<file path="config.mk">
export PLATFORM = sky130hd
export DESIGN_NAME = fwd_scoreboard
export DESIGN_NICKNAME = d
export VERILOG_FILES = /design/src/rtl/fwd_scoreboard.sv
export SDC_FILE = /design/constraint.sdc
export NUM_CORES = 1
export LEC_CHECK = 0
export CAP_MARGIN = 40
export CORE_MARGIN = 8
export CORE_UTILIZATION = 33
export CTS_BUF_LIST = sky130_fd_sc_hd__clkbuf_8
export DETAILED_ROUTE_END_ITERATION = 6
export GPL_TIMING_DRIVEN = 0
export SETUP_SLACK_MARGIN = 0.5
export SYNTH_ARGS = -nofsm -noshare
export SYNTH_HDL_FRONTEND = slang
export SYNTH_SLANG_ARGS = --single-unit
</file>
<file path="constraint.sdc">
create_clock -name clk -period 2.6 [get_ports clk]
set_input_delay 0.39 -clock clk [delete_from_list [all_inputs] [get_ports clk]]
set_output_delay 0.39 -clock clk [all_outputs]
set_load 0.005 [all_outputs]
</file>
<file path="src/rtl/fwd_scoreboard.sv">
// ============================================================================
// Module   : fwd_scoreboard
// Brief    : Operand forwarding select, decode hazard stall and long-latency
//            operation scoreboard for the in-order integer pipeline.
// Revision : 1.0 - initial release
// ============================================================================
`default_nettype none

module fwd_scoreboard #(
    parameter int NUM_SRC    = 2,
    parameter int NUM_STAGES = 2,
    parameter int MAX_LONG   = 4
) (
    input  logic                                clk,
    input  logic                                reset,
    input  logic [5*NUM_SRC-1:0]                de_rs,
    input  logic [4:0]                          de_rd,
    input  logic                                de_rd_wen,
    input  logic                                de_long,
    input  logic                                de_fire,
    input  logic [NUM_STAGES-1:0]               stg_valid,
    input  logic [5*NUM_STAGES-1:0]             stg_rd,
    input  logic [NUM_STAGES-1:0]               stg_late,
    input  logic                                lop_wb_valid,
    input  logic [4:0]                          lop_wb_rd,
    input  logic                                lop_kill,
    output logic                                fwd_stall,
    output logic [NUM_SRC*(NUM_STAGES+1)-1:0]   fwd_sel,
    output logic                                lop_full,
    output logic [31:0]                         lop_pending
);

    localparam int            CW      = $clog2(MAX_LONG + 1);
    localparam int            SW      = NUM_STAGES + 1;
    localparam logic [CW-1:0] c_max   = CW'(MAX_LONG);
    localparam logic [CW-1:0] c_one   = CW'(1);

    // Bit 0 is never set because issue requires a nonzero destination.
    logic [31:0]        r_pending;
    logic [CW-1:0]      r_count;
    logic [NUM_SRC-1:0] w_src_stall;
    logic               w_waw_stall;
    logic               w_cap_stall;
    logic               w_issue;
    logic               w_set;

    genvar gi;
    generate
        for (gi = 0; gi < NUM_SRC; gi++) begin : g_src
            logic [4:0]    w_rs;
            logic [SW-1:0] w_sel;
            logic          w_stall;
            logic          w_hit;

            assign w_rs = de_rs[5*gi +: 5];

            // Youngest matching stage wins; the scoreboard is only consulted
            // when no in-flight stage will produce the register.
            always_comb begin
                w_sel   = '0;
                w_stall = 1'b0;
                w_hit   = 1'b0;
                if (w_rs != 5'd0) begin
                    for (int s = 0; s < NUM_STAGES; s++) begin
                        if (!w_hit && stg_valid[s] && (stg_rd[5*s +: 5] == w_rs)) begin
                            w_hit    = 1'b1;
                            w_sel[s] = 1'b1;
                            w_stall  = stg_late[s];
                        end
                    end
                    if (!w_hit && r_pending[w_rs]) begin
                        if (lop_wb_valid && (lop_wb_rd == w_rs))
                            w_sel[NUM_STAGES] = 1'b1;
                        else
                            w_stall = 1'b1;
                    end
                end
            end

            assign fwd_sel[gi*SW +: SW] = w_sel;
            assign w_src_stall[gi]      = w_stall;
        end
    endgenerate

    assign w_waw_stall = de_rd_wen && (de_rd != 5'd0) && r_pending[de_rd] &&
                         !(lop_wb_valid && (lop_wb_rd == de_rd));
    assign w_cap_stall = de_long && (r_count == c_max) && !lop_wb_valid;
    assign fwd_stall   = (|w_src_stall) || w_waw_stall || w_cap_stall;

    assign w_issue = de_fire && de_long;
    assign w_set   = w_issue && de_rd_wen && (de_rd != 5'd0);

    always_ff @(posedge clk or posedge reset) begin
        if (reset) begin
            r_pending <= '0;
            r_count   <= '0;
        end else if (lop_kill) begin
            r_pending <= '0;
            r_count   <= '0;
        end else begin
            // Later assignment lets a same-register issue override the clear.
            if (lop_wb_valid)
                r_pending[lop_wb_rd] <= 1'b0;
            if (w_set)
                r_pending[de_rd] <= 1'b1;
            case ({w_issue, lop_wb_valid})
                2'b10:   r_count <= r_count + c_one;
                2'b01:   r_count <= r_count - c_one;
                default: r_count <= r_count;
            endcase
        end
    end

    assign lop_full    = (r_count == c_max);
    assign lop_pending = {r_pending[31:1], 1'b0};

endmodule

`default_nettype wire
</file>
==> impl_metrics.csv, run 1 <==
group,metric,value,unit
floorplanning,initial_core_util,33.8,%
timing,setup_ws,-0.0336,ns
floorplanning,die_x,116,um
setup_path,critPathCaptureType,"primary output",
placed_design,port_buffers,67,
logic_synthesis,synth_area,3290,sq um
setup_path,worstSetupStartpoint,"r_pending[1]",
route,drc,0,
finish,fill_cells,955,
status,status,"finished with violations",
timing,finalCritPeriodShare,101,%
pwr,peakVddDrop,0.224,mV
logic_synthesis,synth_edf_count,0,
global_routing,grt_pass1_wl,18600,um
finish,layout.nets,530,
route,drt_iter0_drc,309,
finish,design_area,4780,sq um
route,drt-met1-wl,5320,um
logic_synthesis,synth_flop_cell,"dfrtp_1",
logic_synthesis,synth_cell_types,48,
floorplanning,die-area,13400,sq um
finish,drive_gt1_share,33.9,%
worst_hold_path,min_path_type,"in2async",
setup_path,crit_end,"fwd_stall",
floorplanning,dieHeight,116,um
route,highest_layer,"met4",
logic_synthesis,synth_top_area_share,26.6,%
route,route.met3.wl,1090,um
placed_design,preCtsSetupSlack,-1.03,ns
pwr,total_power,1460,uW
route,final_antenna_net_count,0,
timing,holdWs,0.504,ns
placed_design,placed_area,4170,sq um
logic_synthesis,syn-mean-instance-area,8.71,sq um
route,vias_per_cell,5.36,
finish,area_delta_synth_final,45.1,%
logic_synthesis,synth_cells,378,
finish,finish.utilization,49.1,%
global_routing,antenna_found_initial,0,
route,wl_met2,5550,um
floorplanning,num_rows,36,
finish,antenna_cells,0,
logic_synthesis,yosysSeqAreaShare,26.6,%
clock_network,clk_pin_slew_worst_paths,0.07,ns
clock_network,clk_latency,0.29,ns
route,first_pass_iters,5,
timing,tightestPinTransition,0.699,ns
setup_path,path_max_fanout,5,
placed_design,dp_hpwl,8690,um
route,vias,3334,
timing,fmax,380,MHz
pwr,power_leakage,0.00200,uW
global_routing,grtUsageTotal,17.9,%
timing,fin_skew,0.000121,ns
route,finalWirelength,12200,um
floorplanning,core-area,9730,sq um
floorplanning,io_pins,81,
logic_synthesis,synth_seq_cells,35,
clock_network,cts_max_level,2,
clock_network,cts_buffers,5,
logic_synthesis,synth_area_leaders,"dfrtp_1, mux4_2, buf_4",
setup_path,crit_type,"reg2out",
global_routing,grt_pass1_vias,3396,
status,violations,"setup timing",
pwr,powerDensity,306,nW/um^2
setup_path,critPathLaunchType,"flop",
clock_network,cts_num_sinks,35,
placed_design,gp_congestion,0.904,
job,cap_violations,0,
timing,relSlewSlack,53.3,%
timing,setup_violations,2,
clock_network,clockRootBuffer,"clkbuf_8",
setup_path,r2r_slack,1.13,ns
setup_path,reg2regPathDepth,4,
logic_synthesis,yosys-top-cells-count,"nand2_1, dfrtp_1, o21ai_0",
route,wire_per_inst,19.6,um
timing,rsz0062_at_grt,"true",
finish,seq_area,876,sq um
timing,finalHoldViolations,0,
global_routing,grt_max_degree,22,
clock_network,clockBufferDepth,2,
setup_path,worst_r2r_startpoint,"r_count[0]",
clock_network,cts_tree,"done",
logic_synthesis,async_reset_ff_share,100,%
setup_path,crit_arrival,2.24,ns
finish,multi_input_area,2190,sq um
setup_path,reg2reg_to,"r_count[2]",
logic_synthesis,synth_most_common_cell,"nand2_1",
timing,fin_crit,2.63,ns
setup_path,worstPathRequired,2.21,ns
global_routing,grt.overflow.total,0,
logic_synthesis,synth_top_area_cell,"dfrtp_1",
logic_synthesis,synthesis.nets,420,
timing,maxSlewViolCount,0,
logic_synthesis,yosys_warnings,0,
## stage by stage
stage,TNS [ns],instances
after floorplan,0,378
after global placement,-4.44,578
after detailed placement,-4.83,579
after CTS,-0.0292,613
after global routing,-0.134,622
final,-0.0426,622
## how the worst min path moves through the flow
stage | start | slack, ns | endpoint
final | reset | 0.50 | r_pending[1]
after detailed placement | r_count[2] | 0.53 | r_count[2]
after global routing | lop_kill | 0.55 | r_pending[21]
after CTS | reset | 0.52 | r_pending[24]
after floorplan | r_count[2] | 0.50 | r_count[2]
after global placement | r_count[2] | 0.53 | r_count[2]
## metal layers
metal | vias up | track usage, %
met2 | 154 | 28.8
met1 | 1622 | 22.9
li1 | 1541 | -
met5 | - | 0
met3 | 17 | 4.74
met4 | 0 | 5.70
## power breakdown
part           leakage [uW]  total, uW  switching, uW  internal (uW)
Clock             0.0000612        511            201            310
Combinational       0.00145        390            207            183
Sequential         0.000486        562           8.93            553
Total               0.00200       1460            416           1050
## registers in the layout, indices dropped and copies added (netlist names)
signal and count:
r_count 3, r_pending 32
## logic make-up (layout without fill, tap and decap cells)
| kind of cell | after synthesis | count (layout) | share of synthesized area [%] |
|---|---|---|---|
| AO/OA/AOI/OAI | 85 | 85 | 14.4 |
| XOR/XNOR | 37 | 37 | 9.85 |
| adder cells (fa/ha/maj) | 1 | 1 | 0.608 |
| buffers and inverters | 65 | 176 | 11.5 |
| flip-flops | 35 | 35 | 26.6 |
| multiplexers | 38 | 38 | 18.9 |
| other | 1 | 1 | 0.114 |
| AND/OR/NAND/NOR | 116 | 116 | 18.1 |
## critical path: stages, from the launching register on
cell      delay, ns
dfrtp_1        0.42
mux4_2         0.52
mux4_2         0.48
mux2i_2        0.19
nor3_1         0.06
nand2_1        0.06
o211ai_1       0.08
buf_2          0.14
## what timing repair did
item | in CTS | in global routing
hold buffers | 0 | 0
resized for setup | 126 | 33
setup buffers | 26 | 9
setup endpoints to repair | 28 | 26
pin swaps | 15 | 12
## cells in the final DEF (no fill, tap or decap), types with 5 or more instances in the layout
| master | netlist | final |
|---|---|---|
| clkbuf_8 | 0 | 7 |
| buf_6 | 1 | 8 |
| nor2_1 | 17 | 15 |
| clkdlybuf4s50_1 | 0 | 43 |
| o21ai_0 | 33 | 32 |
| dfrtp_1 | 35 | 35 |
| mux4_2 | 18 | 18 |
| xnor2_1 | 14 | 11 |
| nand3_1 | 12 | 12 |
| clkbuf_1 | 21 | 9 |
| buf_2 | 5 | 8 |
| xor2_1 | 23 | 23 |
| a22oi_1 | 5 | 5 |
| dlygate4sd2_1 | 0 | 6 |
| mux2_2 | 11 | 10 |
| nand3b_1 | 6 | 6 |
| mux2i_1 | 8 | 7 |
| a21oi_1 | 32 | 32 |
| nand2_1 | 41 | 39 |
| buf_4 | 32 | 62 |
| clkbuf_2 | 0 | 12 |
## area by class of cell
cell class	instances	area share (%)
buffer	63	9.88
clock buffer	6	1.73
clock inverter	2	0.734
inverter	2	0.157
multi-input combinational	278	45.8
sequential	35	18.3
tap	133	3.48
timing repair buffer	103	19.9
Power figures use the tool's default switching activity.
==> run 2: changes to the inputs <==
--- a/config.mk
+++ b/config.mk
@@ -7,10 +7,11 @@
 export LEC_CHECK = 0
 export CAP_MARGIN = 40
 export CORE_MARGIN = 8
-export CORE_UTILIZATION = 33
+export CORE_UTILIZATION = 52
 export CTS_BUF_LIST = sky130_fd_sc_hd__clkbuf_8
 export DETAILED_ROUTE_END_ITERATION = 6
 export GPL_TIMING_DRIVEN = 0
+export PLACE_DENSITY = 0.84
 export SETUP_SLACK_MARGIN = 0.5
 export SYNTH_ARGS = -nofsm -noshare
 export SYNTH_HDL_FRONTEND = slang
==> run 2 against run 1 <==
  * The flow still finishes with violations (setup timing)
  * Combinational power up 2%
  * Routed wire length rose by 5.9%
  * Global-route usage is 9.3 points higher
  * Critical path depth increased by 1
  * First-iteration DRC count up 28%
  * Clock power down 22%
  * Register-to-register slack got worse by 0.04 ns
  * Clock skew hardly changed
  * Total power shrank 7.2%
  * Critical path type unchanged
==> impl_metrics.csv, run 2 (synthesized netlist as in run 1, its figures left out) <==
group,metric,value,unit
status,status,"finished with violations",
status,violations,"setup timing",
timing,fin_crit,2.77,ns
finish,layout_common_cells,"buf_4, clkdlybuf4s50_1, nand2_1, o21ai_0, dfrtp_1",
clock_network,cts_max_level,2,
pwr,power_leakage,0.00204,uW
global_routing,antenna_found_initial,0,
global_routing,grt_max_degree,22,
clock_network,cts_buffers,5,
clock_network,clockRootBuffer,"clkbuf_8",
finish,multi_input_area,2210,sq um
job,cap_violations,0,
floorplanning,num_rows,29,
floorplanning,core-area,6240,sq um
setup_path,path_max_fanout,4,
timing,relSlewSlack,55.3,%
clock_network,clk_latency,0.28,ns
finish,finish.utilization,77.0,%
route,first_pass_iters,5,
finish,largest_reg_flops,32,
floorplanning,io_pins,81,
finish,area_delta_synth_final,46.1,%
floorplanning,dieHeight,95.6,um
timing,setup_violations,2,
timing,maxSlewViolCount,0,
pwr,powerDensity,282,nW/um^2
timing,tightestPinTransition,0.670,ns
global_routing,grt_pass1_wl,19300,um
clock_network,clockBufferDepth,2,
route,finalWirelength,12900,um
route,final_antenna_net_count,0,
timing,rsz0062_at_grt,"true",
worst_hold_path,min_path_type,"in2async",
finish,seq_area,878,sq um
placed_design,port_buffers,67,
setup_path,crit_type,"reg2out",
setup_path,reg2regPathDepth,4,
timing,finalHoldViolations,0,
finish,fill_cells,441,
floorplanning,die_x,95.6,um
timing,setup_ws,-0.165,ns
setup_path,critPathCaptureType,"primary output",
global_routing,grt.overflow.total,0,
clock_network,cts_tree,"done",
pwr,peakVddDrop,0.267,mV
placed_design,gp_congestion,0.966,
route,vias_per_cell,6.34,
floorplanning,initial_core_util,52.7,%
setup_path,critPathLaunchType,"flop",
global_routing,grt_pass1_vias,3697,
finish,layout.nets,546,
finish,final_common_cell,"buf_4",
timing,finalCritPeriodShare,106,%
finish,top_register,"r_pending",
timing,fmax,362,MHz
finish,reg_top3,"r_pending x32, r_count x3",
global_routing,grtUsageTotal,27.2,%
finish,drive_gt1_share,36.4,%
clock_network,clk_pin_slew_worst_paths,0.08,ns
route,drc,0,
timing,fin_skew,0.0000612,ns
route,vias,3692,
setup_path,worstPathRequired,2.21,ns
pwr,total_power,1360,uW
finish,antenna_cells,0,
setup_path,crit_arrival,2.38,ns
clock_network,cts_num_sinks,35,
route,wire_per_inst,22.1,um
floorplanning,die-area,9130,sq um
timing,setup_tns,-0.276,ns
placed_design,dp_hpwl,8350,um
route,drt_iter0_drc,395,
-- run 2: metal layers --
layer | vias up | GRT usage (%) | wire, um
li1 | 1567 | - | -
met1 | 1743 | 33.1 | 4600
met2 | 336 | 44.7 | 6160
met3 | 46 | 6.30 | 1690
met4 | 0 | 12.4 | 425
met5 | - | 0 | 0
-- run 2: worst max-delay path, cell delays in order, from the launching register on --
cell and delay (ns):
dfrtp_1 0.40, buf_4 0.16, mux4_2 0.47, a22oi_1 0.21
o211ai_1 0.11, o21ai_0 0.25, and4_1 0.25, o211ai_1 0.09
buf_2 0.14
-- run 2: worst paths after layout --
check / start / endpoint / slack, ns
max: r_pending[27] / fwd_stall / -0.17
min: reset / r_pending[15] / 0.50
max reg2reg: r_count[0] / r_count[2] / 1.09
min reg2reg: r_count[2] / r_count[2] / 0.56
max in group asynchronous: reset / r_pending[4] / 1.57
min in group clk: lop_kill / r_pending[24] / 0.54
-- run 2: final cells by class --
cell class | count | area share (%)
repair buffers | 119 | 22.4
clock inverters | 3 | 0.416
plain buffers | 63 | 9.40
inverters | 2 | 0.156
clock buffers | 5 | 1.43
flip-flops and latches | 35 | 18.3
well taps | 77 | 2.00
multi-input cells | 278 | 45.9
-- run 2: power breakdown --
part           switching (uW)  internal, uW
Sequential               8.77           552
Combinational             213           182
Clock                     213           186
-- run 2: timing repair --
| item | CTS | global route |
|---|---|---|
| resized for setup | 118 | 43 |
| gates cloned | 0 | 0 |
| pin swaps | 15 | 16 |
| buffers inserted | 44 | 7 |
| hold buffers | 0 | 0 |
| setup endpoints to repair | 15 | 30 |
-- run 2: metrics by stage --
step	hold slack, ns	setup WS (ns)	cell area (sq um)	cells
detailed placement	0.536	-0.978	4100	523
global route	0.528	-0.250	4810	582
floorplan	0.501	0.392	3300	378
finish	0.495	-0.165	4810	582
CTS	0.523	-0.0582	4690	575
global placement	0.525	-0.896	4070	522
==> run 3: changes to the inputs <==
--- a/config.mk
+++ b/config.mk
@@ -7,11 +7,12 @@
 export LEC_CHECK = 0
 export CAP_MARGIN = 40
 export CORE_MARGIN = 8
-export CORE_UTILIZATION = 52
+export CORE_UTILIZATION = 60
 export CTS_BUF_LIST = sky130_fd_sc_hd__clkbuf_8
 export DETAILED_ROUTE_END_ITERATION = 6
+export DONT_BUFFER_PORTS = 1
 export GPL_TIMING_DRIVEN = 0
-export PLACE_DENSITY = 0.84
+export PLACE_DENSITY = 0.76
 export SETUP_SLACK_MARGIN = 0.5
 export SYNTH_ARGS = -nofsm -noshare
 export SYNTH_HDL_FRONTEND = slang
==> run 3 against run 2 <==
  * The run now ends clean
  * Cell area shrank 21%
  * Global-route usage fell by 1.8 points
  * Die area decreased by 11%
  * Sequential cell count stayed put
  * Count of clock-buffer cells in the layout did not move
  * Via count fell by 15%
  * Cell count down 16%
  * Utilization fell by 6.7 points
  * Worst setup slack improved by 0.21 ns
  * Critical path type unchanged
  * Largest cell class unchanged
==> impl_metrics.csv, run 3 (synthesized netlist as in run 1, its figures left out) <==
group,metric,value,unit
finish,final_common_cell,"buf_4",
setup_path,critPathCaptureType,"primary output",
clock_network,cts_tree,"done",
timing,setup_ws,0.0491,ns
finish,fill_cells,451,
timing,fin_skew,0.000249,ns
setup_path,crit_type,"reg2out",
floorplanning,core-area,5410,sq um
placed_design,placed_area,3420,sq um
route,finalWirelength,10700,um
pwr,power_leakage,0.00161,uW
clock_network,clockRootBuffer,"clkbuf_8",
setup_path,path_cells,"mux4_2 > mux4_2 > mux2i_2 > nor3_1 > nand2_1 > o211ai_1",
route,drt_iter0_drc,305,
setup_path,critPathLaunchType,"flop",
finish,largest_reg_flops,32,
placed_design,gp_congestion,0.988,
pwr,peakVddDrop,0.284,mV
finish,area_delta_synth_final,15.5,%
finish,seq_area,876,sq um
clock_network,clockBufferDepth,2,
placed_design,preCtsSetupSlack,0.0793,ns
clock_network,clk_latency,0.29,ns
global_routing,antenna_found_initial,0,
setup_path,worst_r2r_startpoint,"r_count[0]",
timing,setup_violations,0,
status,status,"finished clean",
timing,finalHoldViolations,0,
timing,fmax,392,MHz
timing,fin_crit,2.55,ns
placed_design,placed_cells,451,
clock_network,cts_buffers,5,
route,final_antenna_net_count,0,
finish,fin_cells,491,
job,cap_violations,0,
timing,maxSlewViolCount,0,
finish,layout_common_cells,"buf_4, nand2_1, dfrtp_1, o21ai_0, a21oi_1",
placed_design,port_buffers,0,
clock_network,cts_max_level,2,
pwr,total_power,1210,uW
setup_path,worstSetupStartpoint,"r_pending[18]",
setup_path,reg2regPathDepth,4,
setup_path,path_max_fanout,5,
setup_path,crit_arrival,2.16,ns
finish,top_register,"r_pending",
global_routing,grt_pass1_vias,3132,
global_routing,grtUsageTotal,25.4,%
timing,finalCritPeriodShare,98.1,%
setup_path,cp_slowest_cell,"mux4_2",
clock_network,cts_num_sinks,35,
floorplanning,die-area,8110,sq um
setup_path,worstPathRequired,2.21,ns
finish,drive_gt1_share,30.5,%
global_routing,grt_pass1_wl,16800,um
floorplanning,die_x,90.1,um
global_routing,grt_max_degree,23,
timing,relSlewSlack,55.4,%
route,first_pass_iters,5,
setup_path,slowest_delay,0.49,ns
route,drc,0,
finish,design_area,3800,sq um
floorplanning,dieHeight,90.1,um
placed_design,dp_hpwl,7500,um
finish,antenna_cells,0,
route,vias_per_cell,6.41,
floorplanning,initial_core_util,60.9,%
route,vias,3147,
floorplanning,io_pins,81,
floorplanning,num_rows,27,
finish,multi_input_area,2090,sq um
global_routing,grt.overflow.total,0,
finish,layout.nets,460,
clock_network,clk_pin_slew_worst_paths,0.08,ns
route,wire_per_inst,21.7,um
worst_hold_path,min_path_type,"in2async",
setup_path,path_common_cell,"mux4_2",
timing,holdWs,0.0658,ns
pwr,powerDensity,319,nW/um^2
clock_network,cts.hold.buffers_added,0,
finish,reg_top3,"r_pending x32, r_count x3",
timing,tightestPinTransition,0.668,ns
timing,rsz0062_at_grt,"true",
run 3: cell types whose count changed in the layout (fill, tap and decap cells not counted), sizes merged:
cell,before,now
clkdlybuf4s50,43,0
clkinvlp,2,0
inv,2,4
clkdlybuf4s15,3,0
dlygate4sd2,7,0
clkbuf,29,28
buf,105,73
run 3: path summary, 6_finish.rpt:
path	end	slack, ns
hold reg to reg	r_count[2]	0.56
setup reg to reg	r_count[2]	1.11
max in group asynchronous	r_pending[8]	2.00
hold / removal	r_pending[17]	0.07
setup / recovery	fwd_stall	0.05
min in group clk	r_pending[11]	0.34
run 3: critical path, delay by kind of cell, from the launching register on:
| kind | cells | cell delay [ns] |
|---|---|---|
| compound gates | 1 | 0.12 |
| flops | 1 | 0.44 |
| mux | 3 | 1.16 |
| simple gates | 2 | 0.14 |
run 3: repair_timing:
action | 4_1_cts | 5_1_grt
resized for setup | 7 | 17
pin swaps | 2 | 1
setup buffers | 28 | 4
gates cloned | 0 | 0
endpoints found under the setup margin | 3 | 29
run 3: metal layers:
metal	GRT usage (%)	vias up	part of all wire [%]	wire length (um)
li1	-	1398	-	-
met5	0	-	0	0
met3	5.99	31	11	1140
met2	40.9	218	46	4940
met1	32.2	1500	40	4270
met4	9.85	0	3.0	316
run 3: power breakdown:
| part | total [uW] | internal [uW] | switching (uW) | leakage [uW] |
|---|---|---|---|---|
| Combinational | 271 | 108 | 163 | 0.00108 |
| Clock | 380 | 180 | 200 | 0.0000505 |
| Sequential | 562 | 553 | 8.87 | 0.000486 |
| Total | 1210 | 841 | 372 | 0.00161 |
run 3: final cells by class:
class                           instances  area share, %
Buffer                                 63           10.2
Clock buffer                            5           1.81
Clock inverter                          3          0.329
Inverter                                2          0.198
Multi-Input combinational cell        278           55.0
Sequential cell                        35           23.0
Tap cell                               72           2.37
Timing Repair Buffer                   33           7.05
run 3: through the flow:
stage          utilization, %  setup TNS (ns)
6_report                 70.3               0
3_3_place_gp             62.7               0
2_1_floorplan               -               0
3_5_place_dp             63.2               0
5_1_grt                  70.3        -0.00768
4_1_cts                  69.2               0
